## config.mk

```make
export PLATFORM = sky130hd
export DESIGN_NAME = capture_sequencer
export DESIGN_NICKNAME = d
export VERILOG_FILES = /design/src/rtl/capture_sequencer_pkg.sv /design/src/rtl/capture_sequencer_arbiter.sv /design/src/rtl/capture_sequencer.sv
export SDC_FILE = /design/constraint.sdc
export NUM_CORES = 1
export LEC_CHECK = 0
export ABC_AREA = 1
export CAP_MARGIN = 20
export CORE_UTILIZATION = 55
export DETAILED_ROUTE_END_ITERATION = 16
export PLACE_DENSITY_LB_ADDON = 0.2
export SLEW_MARGIN = 20
export SYNTH_ARGS = -nofsm -noshare
export SYNTH_HDL_FRONTEND = slang
export SYNTH_HIERARCHICAL = 1
export SYNTH_SLANG_ARGS = --single-unit
```

## constraint.sdc

```tcl
create_clock -name SYS_CLK -period 9.95 [get_ports SYS_CLK]
set_input_delay 2.4875 -clock SYS_CLK [delete_from_list [all_inputs] [get_ports SYS_CLK]]
set_output_delay 2.4875 -clock SYS_CLK [all_outputs]
set_load 0.02 [all_outputs]
```

## src/rtl/capture_sequencer_pkg.sv

```systemverilog
// Shared types and helpers for the multi-channel ultrasonic capture sequencer.
// Used by capture_sequencer and rr_arbiter. Optional feature macro: CAPTURE_TAG_EN.
package capture_pkg;

   // Width of the per-frame sample index carried on out_tag.
   localparam int TAG_W = 16;

   // Frame sequencing states: idle, transmit burst, receive window.
   typedef enum logic [1:0] {
      IDLE   = 2'd0,
      BURST  = 2'd1,
      LISTEN = 2'd2
   } state_t;

   // Channel index width; a single channel still needs one bit.
   function automatic int chw(input int n);
      return (n <= 1) ? 1 : $clog2(n);
   endfunction

endpackage

```

## src/rtl/capture_sequencer_arbiter.sv

```systemverilog
// Round-robin arbiter for the capture holding registers. The grant is the
// lowest requesting channel above the last granted one, wrapping around.
module rr_arbiter
   import capture_pkg::*;
#(
   parameter int NUM_CH = 5,
   parameter int CHW    = chw(NUM_CH)
) (
   input  logic              clk,
   input  logic              reset,
   input  logic              clear,
   input  logic [NUM_CH-1:0] req,
   input  logic              advance,
   output logic [CHW-1:0]    grant
);

   localparam logic [CHW-1:0] LAST_CH = CHW'(NUM_CH - 1);

   logic [CHW-1:0] ptr_q;
   logic [CHW-1:0] ptr_d;
   logic           found;
   int             idx;

   // Scan upward from the channel after the pointer and take the first request.
   always_comb begin
      grant = ptr_q;
      found = 1'b0;
      idx   = 0;
      for (int i = 1; i <= NUM_CH; i++) begin
         idx = (int'(ptr_q) + i) % NUM_CH;
         if (!found && req[idx]) begin
            found = 1'b1;
            grant = CHW'(idx);
         end
      end
   end

   // The pointer remembers the last channel whose word was accepted.
   always_comb begin
      ptr_d = ptr_q;
      if (clear) begin
         ptr_d = LAST_CH;
      end else if (advance) begin
         ptr_d = grant;
      end
   end

   // Pointer register; starts on the last channel so channel 0 wins first.
   always_ff @(posedge clk) begin
      if (reset) begin
         ptr_q <= LAST_CH;
      end else begin
         ptr_q <= ptr_d;
      end
   end

endmodule

```

## src/rtl/capture_sequencer.sv

```systemverilog
// Multi-channel ultrasonic capture sequencer: runs the transmit/listen frame,
// launches the enabled ADC SPI masters on a common sample tick, captures each
// result on its FIN and merges them round-robin into one valid/ready stream.
// Optional feature macro: CAPTURE_TAG_EN (out_tag carries the sample index).
module capture_sequencer
   import capture_pkg::*;
#(
   parameter int  NUM_CH     = 5,
   parameter int  DW         = 16,
   parameter int  TONE_DIV   = 1024,
   parameter int  BURST_LEN  = 32,
   parameter int  FRAME_LEN  = 588800,
   parameter int  SAMPLE_DIV = 64,
   localparam int CHW        = chw(NUM_CH)
) (
   input  logic                 SYS_CLK,
   input  logic                 reset,
   input  logic                 on,
   input  logic [NUM_CH-1:0]    ch_mask,
   input  logic [NUM_CH-1:0]    adc_fin,
   input  logic [NUM_CH*DW-1:0] adc_data,
   output logic [NUM_CH-1:0]    adc_ena,
   output logic                 tx_out,
   output logic                 frame_start,
   output logic                 out_valid,
   input  logic                 out_ready,
   output logic [DW-1:0]        out_data,
   output logic [CHW-1:0]       out_ch,
   output logic [TAG_W-1:0]     out_tag,
   output logic                 overrun
);

   localparam int FW = $clog2(FRAME_LEN);
   localparam int TW = $clog2(TONE_DIV);
   localparam int SW = $clog2(SAMPLE_DIV);

   localparam logic [FW-1:0]     FRAME_LAST  = FW'(FRAME_LEN - 1);
   localparam logic [FW-1:0]     BURST_LAST  = FW'(BURST_LEN - 1);
   localparam logic [SW-1:0]     SAMPLE_LAST = SW'(SAMPLE_DIV - 1);
   localparam logic [NUM_CH-1:0] ONE_HOT0    = NUM_CH'(1);

   state_t            state_q, state_d;
   logic [FW-1:0]     frame_cnt_q, frame_cnt_d;
   logic [TW-1:0]     tone_cnt_q, tone_cnt_d;
   logic [SW-1:0]     sample_cnt_q, sample_cnt_d;
   logic [NUM_CH-1:0] active_mask_q, active_mask_d;
   logic [NUM_CH-1:0] pending_q, pending_d;
   logic [NUM_CH-1:0] hold_v_q, hold_v_d;
   logic [DW-1:0]     hold_q [NUM_CH];
   logic [DW-1:0]     hold_d [NUM_CH];
   logic              overrun_q, overrun_d;
   logic              stall_q, stall_d;
   logic [CHW-1:0]    stall_ch_q, stall_ch_d;
`ifdef CAPTURE_TAG_EN
   logic [TAG_W-1:0]  tag_q, tag_d;
   logic [TAG_W-1:0]  hold_tag_q [NUM_CH];
   logic [TAG_W-1:0]  hold_tag_d [NUM_CH];
`endif

   logic              running;
   logic              tick;
   logic              frame_wrap;
   logic              accept;
   logic [CHW-1:0]    grant;
   logic [NUM_CH-1:0] capture;
   logic [NUM_CH-1:0] capture_ok;
   logic [NUM_CH-1:0] release_ch;
   logic [NUM_CH-1:0] arb_req;

   assign running    = (state_q != IDLE);
   assign tick       = running && (sample_cnt_q == SAMPLE_LAST);
   assign frame_wrap = (state_q == LISTEN) && (frame_cnt_q == FRAME_LAST);
   assign out_valid  = |hold_v_q;
   assign accept     = out_valid & out_ready;
   assign release_ch = accept ? (ONE_HOT0 << grant) : '0;
   assign capture    = adc_fin & pending_q;
   assign capture_ok = capture & (~hold_v_q | release_ch);
   assign arb_req    = stall_q ? (ONE_HOT0 << stall_ch_q) : hold_v_q;

   assign adc_ena     = pending_q;
   assign tx_out      = tone_cnt_q[TW-1] & (state_q == BURST);
   assign frame_start = running && (frame_cnt_q == '0);
   assign out_data    = hold_q[grant];
   assign out_ch      = grant;
   assign overrun     = overrun_q;
`ifdef CAPTURE_TAG_EN
   assign out_tag     = hold_tag_q[grant];
`else
   assign out_tag     = '0;
`endif

   rr_arbiter #(
      .NUM_CH (NUM_CH),
      .CHW    (CHW)
   ) u_arbiter (
      .clk     (SYS_CLK),
      .reset   (reset),
      .clear   (~on),
      .req     (arb_req),
      .advance (accept),
      .grant   (grant)
   );

   // Frame sequencing: burst/listen state, frame and sample counters, tone.
   always_comb begin
      state_d       = state_q;
      frame_cnt_d   = frame_cnt_q;
      sample_cnt_d  = sample_cnt_q;
      active_mask_d = active_mask_q;
      tone_cnt_d    = tone_cnt_q + TW'(1);
      if (!on) begin
         state_d       = IDLE;
         frame_cnt_d   = '0;
         sample_cnt_d  = '0;
         active_mask_d = '0;
      end else begin
         if (running) begin
            sample_cnt_d = (frame_wrap || tick) ? '0 : sample_cnt_q + SW'(1);
         end
         case (state_q)
            IDLE: begin
               state_d       = BURST;
               active_mask_d = ch_mask;
            end
            BURST: begin
               frame_cnt_d = frame_cnt_q + FW'(1);
               if (frame_cnt_q == BURST_LAST) begin
                  state_d = LISTEN;
               end
            end
            LISTEN: begin
               if (frame_wrap) begin
                  state_d       = BURST;
                  frame_cnt_d   = '0;
                  active_mask_d = ch_mask;
               end else begin
                  frame_cnt_d = frame_cnt_q + FW'(1);
               end
            end
            default: state_d = IDLE;
         endcase
      end
   end

   // Conversion launch, result capture, loss detection and output stall lock.
   always_comb begin
      pending_d  = pending_q & ~adc_fin;
      hold_v_d   = (hold_v_q & ~release_ch) | capture_ok;
      overrun_d  = overrun_q;
      stall_d    = out_valid & ~out_ready;
      stall_ch_d = grant;
      for (int k = 0; k < NUM_CH; k++) begin
         hold_d[k] = capture_ok[k] ? adc_data[k*DW +: DW] : hold_q[k];
      end
`ifdef CAPTURE_TAG_EN
      tag_d = tag_q;
      if (frame_wrap) begin
         tag_d = '0;
      end else if (tick && (pending_q == '0)) begin
         tag_d = tag_q + TAG_W'(1);
      end
      for (int k = 0; k < NUM_CH; k++) begin
         hold_tag_d[k] = capture_ok[k] ? tag_q : hold_tag_q[k];
      end
`endif
      if (tick) begin
         if (pending_q == '0) begin
            pending_d = active_mask_q;
         end else begin
            overrun_d = 1'b1;
         end
      end
      if ((capture & ~capture_ok) != '0) begin
         overrun_d = 1'b1;
      end
      if (!on) begin
         pending_d  = '0;
         hold_v_d   = '0;
         overrun_d  = 1'b0;
         stall_d    = 1'b0;
         stall_ch_d = '0;
         for (int k = 0; k < NUM_CH; k++) begin
            hold_d[k] = '0;
         end
`ifdef CAPTURE_TAG_EN
         tag_d = '0;
         for (int k = 0; k < NUM_CH; k++) begin
            hold_tag_d[k] = '0;
         end
`endif
      end
   end

   // State register for the whole sequencer with synchronous reset.
   always_ff @(posedge SYS_CLK) begin
      if (reset) begin
         state_q       <= IDLE;
         frame_cnt_q   <= '0;
         tone_cnt_q    <= '0;
         sample_cnt_q  <= '0;
         active_mask_q <= '0;
         pending_q     <= '0;
         hold_v_q      <= '0;
         overrun_q     <= 1'b0;
         stall_q       <= 1'b0;
         stall_ch_q    <= '0;
         for (int k = 0; k < NUM_CH; k++) begin
            hold_q[k] <= '0;
         end
`ifdef CAPTURE_TAG_EN
         tag_q <= '0;
         for (int k = 0; k < NUM_CH; k++) begin
            hold_tag_q[k] <= '0;
         end
`endif
      end else begin
         state_q       <= state_d;
         frame_cnt_q   <= frame_cnt_d;
         tone_cnt_q    <= tone_cnt_d;
         sample_cnt_q  <= sample_cnt_d;
         active_mask_q <= active_mask_d;
         pending_q     <= pending_d;
         hold_v_q      <= hold_v_d;
         overrun_q     <= overrun_d;
         stall_q       <= stall_d;
         stall_ch_q    <= stall_ch_d;
         for (int k = 0; k < NUM_CH; k++) begin
            hold_q[k] <= hold_d[k];
         end
`ifdef CAPTURE_TAG_EN
         tag_q <= tag_d;
         for (int k = 0; k < NUM_CH; k++) begin
            hold_tag_q[k] <= hold_tag_d[k];
         end
`endif
      end
   end

endmodule
```

Word-level counts from Yosys, hierarchy flattened
Memory sizes are Yosys's and may differ from the RTL's.
Index checks and enable logic that the tools add are counted.
- add/sub/neg operators: 8
- div/mod/pow operators: 5
- order comparisons: 5
- eq/ne operators: 13
- shift operators: 2
- muxes and demuxes: 53
- bitwise logic cells: 21
- reductions and logical operators: 30
- operator list (cell ; number):
    32-bit by 5-bit less-than comparator with 1-bit output (second input constant) ; 5
    32-bit by 4-bit modulo with 32-bit output (second input constant) ; 5
    16-bit 2-to-1 mux ; 10
    80-bit 2-to-1 mux ; 1
    20-bit one-hot mux with 2 select lines ; 1
    5-bit AND ; 5
    5-bit 2-to-1 mux ; 5
    20-bit by 1-bit adder with 20-bit output (second input constant) ; 1
    20-bit == test (second input constant) ; 1
    20-bit by 5-bit == test with 1-bit output (second input constant) ; 1
    20-bit zero test ; 1
    1-bit 2-to-1 mux ; 20
    20-bit 2-to-1 mux ; 1
    5-bit inverter ; 4
    2-bit AND reduction ; 8
    1-bit binary-select mux with 3-bit select ; 5
    3-bit 2-to-1 mux ; 5
    2-bit inequality test (second input constant) ; 6
    10-bit by 1-bit adder with 10-bit output (second input constant) ; 1
    5-bit OR ; 2
    5-bit one-hot mux with 2 select lines ; 1
    1-bit by 3-bit << shifter with 5-bit output (first input constant) ; 2
    3-bit by 2-bit adder with 4-bit output (second input constant) ; 2
    3-bit by 3-bit adder with 4-bit output (second input constant) ; 2
    21 further kinds ; 42
- bits in registers: 61
- memory bits (writable): 80
- bits of input ports: 94
- output and inout port bits: 44
- word-level logic and storage cells: 149
- memories kept: 1
- memories (memory ; depth ; bits a word ; read ports ; clocked after memory_dff ; wr ports ; line ; RTL):
    hold_q ; 5 ; 16 ; 1 ; 0 ; 5 ; capture_sequencer.sv:49 ; logic [DW-1:0] hold_q [NUM_CH];

Depth between registers and ports, before layout
- word-level depth: 27
- depth in mapped cells: 40
- mapped depth without buffers: 39

Modules after synthesis
Netlist, hierarchy kept.
- modules (own cells, without submodules) (module ; times used ; cells an instance ; area each (sq um) ; seq. area each (sq um)):
    capture_sequencer ; 1 ; 783 ; 6713.9 ; 3563.4
    rr_arbiter ; 1 ; 297 ; 1702.9 ; 60.1

Worst setup path after synthesis
No wires, ideal clock.
- path kind: register to output
- start point: register u_arbiter.ptr_q[0]
- end point: output out_data[11]
- arrival: 4.758 ns
- data required time: 7.463 ns
- path slack: 2.705 ns
- stages on the path, launching flop included: 29
- buffers on the path: 5
- cells stage by stage: dfxtp_1 > buf_4 > clkinv_1 > ha_1 > buf_4 > inv_1 > ha_1 > inv_1 > ha_1 > nor3b_1 > nand2_1 > nand2_1 > nand2_2 > nand2_2 > nand2_2 > nand2_1 > nand3_1 > nand3_2 > nand2_4 > nor2_8 > nand3_2 > nor2_4 > nor2_1 > a21boi_1 > buf_2 > inv_1 > clkbuf_1 > clkbuf_1 > a41oi_1
- longest elaborated chain between the ends: 19
- elaborated cells on any way between the ends: 43
- those cells by class: 5 x add/sub; 5 x div; 24 x mux; 8 x reduce/logical; 1 x memory
- RTL lines (element ; line ; RTL):
    start: declaration ; capture_sequencer_arbiter.sv:19 ; logic [CHW-1:0] ptr_q;
    start signal: assignment ; capture_sequencer_arbiter.sv:53 ; ptr_q <= ptr_d;
    3-bit by 1-bit adder with 4-bit output ; capture_sequencer_arbiter.sv:30 ; idx = (int'(ptr_q) + i) % NUM_CH;
    32-bit by 4-bit modulo with 32-bit output ; capture_sequencer_arbiter.sv:30 ;
    1-bit binary-select mux with 3-bit select ; capture_sequencer_arbiter.sv:31 ; if (!found && req[idx]) begin
    1-bit 2-to-1 mux (implied by the code) (2 in series) ; capture_sequencer_arbiter.sv:31 ;
    1-bit 2-to-1 mux ; capture_sequencer_arbiter.sv:31 ;
    1-bit zero test ; capture_sequencer_arbiter.sv:31 ;
    1-bit logical AND ; capture_sequencer_arbiter.sv:31 ;
    1-bit 2-to-1 mux ; capture_sequencer_arbiter.sv:31 ;
    [... 3 more ...] ; n/a ;
    1-bit zero test ; capture_sequencer_arbiter.sv:31 ;
    1-bit logical AND ; capture_sequencer_arbiter.sv:31 ;
    1-bit 2-to-1 mux ; capture_sequencer_arbiter.sv:31 ;
    1-bit zero test ; capture_sequencer_arbiter.sv:31 ;
    1-bit logical AND ; capture_sequencer_arbiter.sv:31 ;
    3-bit 2-to-1 mux * ; capture_sequencer_arbiter.sv:31 ;
    named net out_ch[2] ; capture_sequencer.sv:28 ; output logic [CHW-1:0] out_ch,
    memory 5 x 16 bit * ; n/a ;
    end: declaration ; capture_sequencer.sv:27 ; output logic [DW-1:0] out_data,
Mark *: on every way through the listed nets, which the timed path passes. The rest lies on a longest branch. The select of a mux whose other input is x is not followed.

Worst setup path in the final report
- start point: register u_arbiter.ptr_q[1]
- end point: output out_data[12]
- longest elaborated chain between the ends: 19
- elaborated cells on any way between the ends: 43
- those cells by class: 5 x add/sub; 5 x div; 24 x mux; 8 x reduce/logical; 1 x memory
- RTL lines (element ; line):
    3-bit by 1-bit adder with 4-bit output ; capture_sequencer_arbiter.sv:30
    32-bit by 4-bit modulo with 32-bit output ; capture_sequencer_arbiter.sv:30
    1-bit binary-select mux with 3-bit select ; capture_sequencer_arbiter.sv:31
    1-bit 2-to-1 mux (implied by the code) (2 in series) ; capture_sequencer_arbiter.sv:31
    1-bit 2-to-1 mux ; capture_sequencer_arbiter.sv:31
    1-bit zero test ; capture_sequencer_arbiter.sv:31
    1-bit logical AND ; capture_sequencer_arbiter.sv:31
    1-bit 2-to-1 mux ; capture_sequencer_arbiter.sv:31
    [... 2 more ...] ; n/a
    1-bit 2-to-1 mux ; capture_sequencer_arbiter.sv:31
    1-bit zero test ; capture_sequencer_arbiter.sv:31
    1-bit logical AND ; capture_sequencer_arbiter.sv:31
    1-bit 2-to-1 mux ; capture_sequencer_arbiter.sv:31
    1-bit zero test ; capture_sequencer_arbiter.sv:31
    1-bit logical AND ; capture_sequencer_arbiter.sv:31
    3-bit 2-to-1 mux * ; capture_sequencer_arbiter.sv:31
    memory 5 x 16 bit * ; n/a
Mark *: on every way between the ends. The rest lies on a longest branch, timed or not. The select of a mux whose other input is x is not followed.

==> results_dict.tcl <==
set metrics [dict create \
    antenna_found_initial 0 \
    post_cts.repair.setup_buffers 0 \
    dp_slack_ns 2.01 \
    crit_path_end_kind "output port" \
    wl_um 20000 \
    rows 44 \
    crit_path_max_fanout 16 \
    ys_ff_latch 141 \
    drv_slew 0 \
    finalSetupViolCount 0 \
    crit_slowest_cell "clkdlybuf4s50_1" \
    grt_max_degree 45 \
    cts_sinks 141 \
    place_hpwl_um 14300 \
    crit_top_cell "nand2_1" \
    min_period_ns 8.52 \
    leakage_uw 0.00446 \
    tns_ns 0 \
    peakVddDrop_uv 151 \
    start_util 0.570 \
    synth_cells 1080 \
    coreArea_mm2 0.0148 \
    wl_per_cell_um 14.4 \
    pin_count 138 \
    portBuffers 121 \
    layout_commonest_cell "nand2_1" \
    power-per-cell-area_mw_per_mm2 143 \
    max_slew.worst_pin.slew_ns 1.00 \
    final.setup.worst_slack_ns 1.43 \
    cts_tree "yes" \
    yosysWarnings 6 \
    critPathArrivalTime_ns 6.04 \
    async_flop_share 0 \
    finalHoldWorstSlack_ns 0.452 \
    final_util 0.695 \
    cts-root-buf "clkbuf_16" \
    clk_latency_ns 0.42 \
    holdBufCountCts 0 \
    fin_skew_ns 0.00989 \
    drcViolationCount 0 \
    syn_area_per_cell_um2 7.79 \
    slew_headroom 0.332 \
    vias 7210 \
    ys_seq_area_frac 0.431 \
    hold_class "flop to flop" \
    synth_edf_count 80 \
    max-cap-violations 0 \
    htree_levels 4 \
    finalNonFillerCells 1390 \
    critical_path_class "flop to output port" \
    clockBufferDepth 2 \
    crit_path_max_incr_delay_ns 0.63 \
    nNetsFinal 1315 \
    drtAntennaViolNets 0 \
    numCtsBuffers 17 \
    synth.top_cells.by_area "edfxtp_1 29%, dfxtp_1 15%, nand2_1 10%" \
    critPathLaunchType "flop" \
    diodes 0 \
    fin_crit_sh 0.857 \
    crit_required_ns 7.46 \
    die_w_um 126 \
    place_congestion 0.866 \
    hold_viol 0 \
    status "completed" \
    ys.flop_type "edfxtp_1" \
    cts_resized 0 \
    clk_pin_slew_ns 0.06 \
    fmax_mhz 117 \
    grt_pass1_wl_um 32000 \
    drtIter0Drc 571 \
    dp.cells 1358 \
    yosysUniqueCellTypes 48 \
    yosysTopAreaCell "edfxtp_1" \
    grtUsageTotal 0.257 \
    die_h_um 126 \
    via_per_inst 5.19 \
    syn_to_final_growth_pct 21.9 \
    firstDrtPassIters 6 \
    die-area_mm2 0.0158 \
    overflow 0 \
    drive_above_1_share 0.128 \
    grt_setup_unrepaired "no" \
    synth_area_mm2 0.00842 \
    yosys.area.top_type_share 0.285 \
    grt_pass1_vias 6748 \
    layout_common_cells "227 x nand2_1, 172 x inv_1, 121 x clkdlybuf4s50_1" \
]
[flip-flops by register name, summed over array words and instances (netlist names)]
signal           flops
stall_q              1
tone_cnt_q          10
sample_cnt_q         6
overrun              1
stall_ch_q           3
u_arbiter/ptr_q      3
adc_ena              5
state_q              2
hold_q              80
active_mask_q        5
hold_v_q             5
frame_cnt_q         20
[synth_stat cells, types with 2 or more instances]
cell type and count:
a21oi_1 38, nor2_1 101, xor2_1 12, o21ai_1 6, buf_6 8, nand3b_1 4
a31oi_1 7, nor3b_1 6, a31o_2 3, nor2_2 63, nand4_1 16, buf_2 7
nand2_1 227, inv_2 6, edfxtp_1 80, nor2_8 2, a41oi_1 7, ha_1 28
nor2_4 2, nand3_2 7, clkbuf_1 12, o21ai_0 24, or2_2 3, nor3_1 25
nand2_4 5, nor4_1 3, dfxtp_1 61, nand2_2 25, nand3_1 71, a22oi_1 15
buf_4 18, o211ai_1 2, inv_1 171
[cell families (layout without fill, tap and decap cells)]
family / after synthesis / after routing / share of synthesized area
buffers and inverters: 225 / 336 / 0.117
other: 1 / 16 / 0.000446
and+or+nand+nor: 563 / 563 / 0.319
DFF: 141 / 141 / 0.431
AOI/OAI and AO/OA: 109 / 109 / 0.0777
xor gates and xnor gates: 13 / 13 / 0.0135
adders and majority gates: 28 / 28 / 0.0416
[path summary, 6_finish.rpt]
path | from | endpoint | slack [ns] | cells after the start
worst max-delay path | u_arbiter/ptr_q[1]$_SDFFE_PP0P_ | out_data[12] | 1.43 | 30
worst max register to register | u_arbiter/ptr_q[1]$_SDFFE_PP0P_ | hold_q[0][12]$_SDFFCE_PN0P_ | 3.57 | 32
worst min register to register | tone_cnt_q[0]$_SDFF_PP0_ | tone_cnt_q[0]$_SDFF_PP0_ | 0.45 | 1
worst min-delay path | tone_cnt_q[0]$_SDFF_PP0_ | tone_cnt_q[0]$_SDFF_PP0_ | 0.45 | 1
[per-stage QoR]
stage | area [um2] | power (uW)
floorplan | 8470 | 750
global placement | 9640 | 808
detailed placement | 9640 | 810
CTS | 10300 | 1460
global route | 10300 | 1510
finish | 10300 | 1460
[worst max-delay path: cells and delay by family (launching register included)]
family / cells / cell delay (ns)
AND/OR/NAND/NOR: 21 / 2.16
buffers and inverters: 6 / 1.85
adder cells (fa/ha/maj): 3 / 0.96
flip-flops: 1 / 0.61
[routing by layer]
layer | wire (um) | GRT usage
met2 | 9590 | 0.433
met5 | 0 | 0
met3 | 974 | 0.0450
met4 | 422 | 0.0861
met1 | 8990 | 0.334
[power breakdown]
part | leakage [uW] | internal (uW) | switching (uW)
sequential | 0.00136 | 650 | 10.5
combinational | 0.00279 | 62.7 | 76.2
clock | 0.000312 | 404 | 259
[final cells by class]
| class | instances | area (um2) |
|---|---|---|
| timing repair buffer | 125 | 1240 |
| multi-input combinational | 729 | 3870 |
| tap | 184 | 230 |
| clock buffer | 19 | 475 |
| inverter | 179 | 674 |
| clock inverter | 13 | 146 |
| sequential | 141 | 3620 |
| fill | 1205 | 4500 |
(Power assumes the default switching activity.)
